===== src/rtl/ft600_pkg.sv =====
// ft600_pkg: shared widths, state type and byte-enable constants for the FT600 bridge.
package ft600_pkg;

    localparam int FT600_BEAT_W     = 32;
    localparam int FT600_WORD_W     = 128;
    localparam int FT600_BEATS      = 4;
    localparam int FT600_BEAT_IDX_W = $clog2(FT600_BEATS);

    localparam logic [FT600_BEAT_IDX_W-1:0] FT600_LAST_BEAT = FT600_BEAT_IDX_W'(FT600_BEATS - 1);

    localparam logic [3:0] FT600_BE_ALL  = 4'hF;
    localparam logic [3:0] FT600_BE_NONE = 4'h0;

    typedef enum logic {
        IDLE,
        SEND
    } ft600_tx_state_t;

endpackage


===== src/rtl/ft600_tx.sv =====
// ft600_tx: drains 128-bit words from an upstream FIFO as four 32-bit FT600 beats.
// Optional macro FT600_TX_STATS_EN adds the tx_words completed-word counter.
module ft600_tx
    import ft600_pkg::*;
(
    input  logic                    CLK,
    input  logic                    nRST,
    input  logic [FT600_WORD_W-1:0] src_first,
    input  logic                    src_first__RDY,
    input  logic                    src_deq__RDY,
    output logic                    src_deq__ENA,
    input  logic                    usb_txe_n,
    output logic                    usb_wr_n,
    output logic [FT600_BEAT_W-1:0] usb_data,
    output logic [3:0]              usb_be,
    output logic                    usb_data_oe
`ifdef FT600_TX_STATS_EN
    ,
    output logic [31:0]             tx_words
`endif
);

    ft600_tx_state_t                             state;
    logic [FT600_BEATS-1:0][FT600_BEAT_W-1:0]    hold;
    logic [FT600_BEAT_IDX_W-1:0]                 beat;
    logic [FT600_BEAT_IDX_W-1:0]                 beat_nx;
    logic                                        take;
    logic                                        accept;
    logic                                        last_accept;

    always_comb begin
        accept      = (state == SEND) & ~usb_wr_n & ~usb_txe_n;
        last_accept = accept & (beat == FT600_LAST_BEAT);
        take        = src_first__RDY & src_deq__RDY & ((state == IDLE) | last_accept);
        beat_nx     = beat + 1'b1;
    end

    assign src_deq__ENA = take;

    // Bus outputs are registered alongside the state so they always match the beat on the wire.
    always_ff @(posedge CLK) begin
        if (!nRST) begin
            state       <= IDLE;
            hold        <= '0;
            beat        <= '0;
            usb_wr_n    <= 1'b1;
            usb_data    <= '0;
            usb_be      <= FT600_BE_NONE;
            usb_data_oe <= 1'b0;
        end else if (take) begin
            state       <= SEND;
            hold        <= src_first;
            beat        <= '0;
            usb_wr_n    <= 1'b0;
            usb_data    <= src_first[FT600_BEAT_W-1:0];
            usb_be      <= FT600_BE_ALL;
            usb_data_oe <= 1'b1;
        end else if (last_accept) begin
            state       <= IDLE;
            usb_wr_n    <= 1'b1;
            usb_data    <= '0;
            usb_be      <= FT600_BE_NONE;
            usb_data_oe <= 1'b0;
        end else if (accept) begin
            beat        <= beat_nx;
            usb_data    <= hold[beat_nx];
        end
    end

`ifdef FT600_TX_STATS_EN
    always_ff @(posedge CLK) begin
        if (!nRST)
            tx_words <= '0;
        else if (last_accept)
            tx_words <= tx_words + 32'd1;
    end
`endif

endmodule

===== config.mk =====
export PLATFORM = sky130hd
export DESIGN_NAME = ft600_tx
export DESIGN_NICKNAME = d
export VERILOG_FILES = /design/src/rtl/ft600_pkg.sv /design/src/rtl/ft600_tx.sv
export SDC_FILE = /design/constraint.sdc
export NUM_CORES = 1
export LEC_CHECK = 0
export ABC_CLOCK_PERIOD_IN_PS = 3200
export CORE_AREA = 2 2 127 129
export CTS_CLUSTER_DIAMETER = 40
export DETAILED_ROUTE_END_ITERATION = 6
export DIE_AREA = 0 0 129 131
export PLACE_DENSITY = 0.81
export SLEW_MARGIN = 40
export SYNTH_ARGS = -nofsm -noshare
export SYNTH_HDL_FRONTEND = slang
export SYNTH_SLANG_ARGS = --single-unit

===== constraint.sdc =====
create_clock -name CLK -period 3.2 [get_ports CLK]
set_clock_uncertainty 0.1 [all_clocks]
set_input_delay 0.32 -clock CLK [delete_from_list [all_inputs] [get_ports CLK]]
set_output_delay 0.32 -clock CLK [all_outputs]
set_load 0.005 [all_outputs]

# Word level (Yosys, flattened, before mapping)
# Cells that the tools add are included.
# word_totals
romBits	0
latch_bits	0
regBits	168
n_memories	0
inputBits	133
ramBits	0
# op_classes
bitwise	11
order_cmp	1
shifts	0
div	0
muxes	11
reduce_logical	4
multipliers	0
n_eq_ne	1
n_addsub	1
# op_table
operator	n
$mux W32	4
$bmux W32 S2	1
$mux W4	2
$and A1 B1 Y1	5
$not A1 Y1	5
$mux W1	4
$lt A2 B3 Y1 const B	1
$reduce_bool A3 Y1	1
$add A2 B1 Y2 const B	1
$eq A2 B2 Y1 const B	1
$reduce_and A2 Y1	1
$reduce_bool A2 Y1	1
$reduce_or A2 Y1	1
$or A1 B1 Y1	1

# Longest topological paths before layout
# logic_depth
depth_word	7
depth_mapped	8
ltp_nobuf	6

# Worst setup path after synthesis
# No wires, ideal clock.
# synth_timing
path_kind	flip-flop to output port
from	register beat[0]
to	output src_deq__ENA
n_path_buf	2
required_ps	2780
arrival_time_ps	1428
setup_slack_ps	1352
path_stages_with_launch	7
path_cell_list	dfxtp_1 ha_1 or3b_1 a21o_1 inv_2 buf_4 buf_2
# synth_between
elab_chain_len	4
# synth_rtl
item	line_no	source
start, declared	ft600_tx.sv:25	logic [FT600_BEAT_IDX_W-1:0] beat;
start signal, assigned	ft600_tx.sv:65	beat <= beat_nx;
$eq A2 B2 Y1	ft600_tx.sv:33	last_accept = accept & (beat == FT600_LAST_BEAT);
$and A1 B1 Y1	ft600_tx.sv:33	
$or A1 B1 Y1	ft600_tx.sv:34	take = src_first__RDY & src_deq__RDY & ((state == IDLE) | last_accept);
$and A1 B1 Y1	ft600_tx.sv:34	
end, declared	ft600_tx.sv:11	output logic src_deq__ENA,
# Every way passes these cells.

# Worst setup path after layout
# layout_timing
from	register beat[1]
to	output src_deq__ENA
# Same word-level chain as after synthesis.

==> results.yml <==
run_status:
  outcome: "finished, final reports clean"
layout:
  antennaDiodeCount: 0
  layout-drive-gt1-share: 0.0870
  syn2layout_area_growth_pct: 35.7
  final_nets: 1029
  final_cell_count_no_fill: 1124
  utilization: 0.595
clocking:
  root_buffer: "clkbuf_16"
  cts_sinks: 164
  postCtsSetupRepairBufs: 0
  cts_buffers: 17
  cts_tree: "built"
  holdBufCountCts: 0
  cts_resized: 0
  path_clk_slew_ns: 0.07
  clk_path_buf_depth: 2
  insertion_delay_ns: 0.41
  htreeDepth: 4
grt:
  grtUsageTotal: 0.201
  grt_pass1_vias: 5593
  antenna_found_initial: 0
  grt_pass1_wl_um: 26800
  overflow: 0
  grt_max_degree: 130
worst_setup_path:
  startpoint: "beat[1]$_SDFFE_PP0P_"
  reg2reg_to: "hold[24]$_SDFFE_PN0P_"
  crit_path_max_fanout: 4
  critPathLaunchType: "flop"
  r2r-start: "beat[1]$_SDFFE_PP0P_"
  worst_r2r_path_depth: 7
  critPathCaptureType: "primary output"
  crit_required_ns: 2.78
  critPathKind: "flop to primary output"
  ff2ff_setup_slack_ns: 0.98
  worstSetupEndpoint: "src_deq__ENA"
  cp_data_arrival_time_ns: 2.16
worst_hold_path:
  hp-class: "input pin to flop"
sta:
  fin_ws_ns: 0.623
  period_needed_ns: 2.58
  report.final.slew_viol_count: 0
  max_slew_margin: 0.478
  hold_viol: 0
  setup_viol: 0
  whs_ns: 0.282
  post-route-period-util: 0.805
  max_freq_mhz: 388
  tightest_slew_ns: 0.783
  grt_setup_unrepaired: "no"
  setup_tns_ns: 0
drt:
  first_iter_violations: 339
  vias: 5660
  post-route-drc-count: 0
  drtAntennaViolNets: 0
  wl_per_cell_um: 14.7
  firstDrtPassIters: 4
  wirelength_um: 16500
  via_per_inst: 5.04
die:
  die_x_um: 129
  core-area_um2: 15600
  die_area_um2: 16900
  die_y_um: 131
  start_util: 0.438
  top_level_ports: 172
  rows: 46
placed_design:
  pre_cts_slack_ns: 0.746
  dpl.hpwl_um: 10400
  gp_congestion: 0.746
  placed_cells: 1092
  portBuffers: 171
run:
  maxCapViolations: 0
yosys:
  yosysSeqAreaShare: 0.480
  synth_nets: 899
  synth_cell_types: 24
  synthCells: 765
  ys_ff_latch: 164
  avgSynthCellArea_um2: 8.94
  yosysWarnings: 0
  synth_area_um2: 6840
power:
  p_leak_nw: 3.26
  vdd_drop_max_mv: 0.377
  p_per_area_nw_per_um2: 530
-- report_power, final --
| group | leakage, nW | internal (mW) | total [mW] | switching [mW] |
|---|---|---|---|---|
| logic | 1.61 | 0.330 | 0.565 | 0.235 |
| registers | 1.34 | 2.15 | 2.20 | 0.0551 |
| clock network | 0.307 | 1.33 | 2.14 | 0.818 |
| total | 3.26 | 3.81 | 4.91 | 1.11 |
-- synthesized netlist by cell type, drive strengths merged --
library cell,instances,area share
a31oi,32,0.029
a21boi,129,0.14
xnor2,1,0.0013
nor2,2,0.0011
clkbuf,39,0.021
and2,1,0.00092
a21oi,1,0.00073
a21o,1,0.0011
nor2b,1,0.00092
nand3b,1,0.0011
dfxtp,164,0.48
nand2,293,0.16
inv,1,0.00055
nand4bb,1,0.0016
or3b,2,0.0026
mux4,32,0.11
o21ai,34,0.025
buf,29,0.023
ha,1,0.0018
-- cell type report --
cell class              instances  area, um^2
well taps                     216         270
clock inverters                13         183
fillers                      1352        6320
inverters                       1        6.26
flip-flops and latches        164        3280
repair buffers                179        1820
multi-input cells             532        3270
clock buffers                  19         443
-- state kept, by name, indices dropped and copies added (netlist names) --
name and count:
usb_wr_n 1, usb_be 1, hold 128, usb_data 32, beat 2
-- stage by stage --
step | total power, mW | instance area [um^2]
6_report | 4.91 | 9280
5_1_grt | 5.10 | 9280
4_1_cts | 4.95 | 9280
3_5_place_dp | 2.81 | 8650
3_3_place_gp | 2.81 | 8640
2_1_floorplan | 2.51 | 6840
-- worst min-delay path by stage --
stage / start / to / slack, ns / depth (start not counted)
detailed placement: hold[67]$_SDFFE_PN0P_ / hold[67]$_SDFFE_PN0P_ / 0.34 / 2
finish: nRST / usb_wr_n$_SDFFE_PN1P_ / 0.28 / 2
global placement: hold[81]$_SDFFE_PN0P_ / hold[81]$_SDFFE_PN0P_ / 0.34 / 2
floorplan: hold[100]$_SDFFE_PN0P_ / hold[100]$_SDFFE_PN0P_ / 0.33 / 2
global route: nRST / usb_wr_n$_SDFFE_PN1P_ / 0.32 / 2
CTS: nRST / usb_wr_n$_SDFFE_PN1P_ / 0.27 / 2
-- logic make-up after synthesis --
kind of cell	synth area share
simple gates	0.169
compound gates	0.198
flops	0.480
xor+xnor	0.00128
mux	0.105
fa+ha+maj	0.00183
buf+inv	0.0445
-- routing by layer --
metal / vias to the layer above / global-route usage / routed length, um
met5: - / 0 / 0
met4: 0 / 0.0486 / 123
met3: 12 / 0.0521 / 860
met2: 176 / 0.350 / 8370
met1: 2628 / 0.251 / 7190
li1: 2844 / - / -
-- layout by cell type, fill, tap and decap left out --
master / instances
nand2_1: 292
clkdlybuf4s50_1: 170
dfxtp_1: 163
a21boi_1: 98
o21ai_0: 34
mux4_2: 32
a31oi_1: 32
a21boi_0: 31
clkbuf_16: 17
buf_4: 5
bufinv_16: 4
clkinv_2: 4
clkinv_4: 4
buf_12: 4
nor2_1: 2
or3b_1: 1
a21o_4: 1
inv_4: 1
nand3b_1: 1
nand4bb_1: 1
and2_2: 1
or3b_2: 1
nand2_2: 1
xnor2_1: 1
nor2b_1: 1
a21oi_1: 1
ha_4: 1
dfxtp_2: 1
clkinvlp_4: 1
clkbuf_1: 1
clkbuf_8: 1
-- critical path, stage by stage (launching register included) --
cell,delay (ns)
dfxtp_1,0.36
ha_4,0.16
or3b_1,0.39
a21o_4,0.26
inv_4,0.07
clkdlybuf4s50_1,0.51
(Power assumes the default switching activity.)
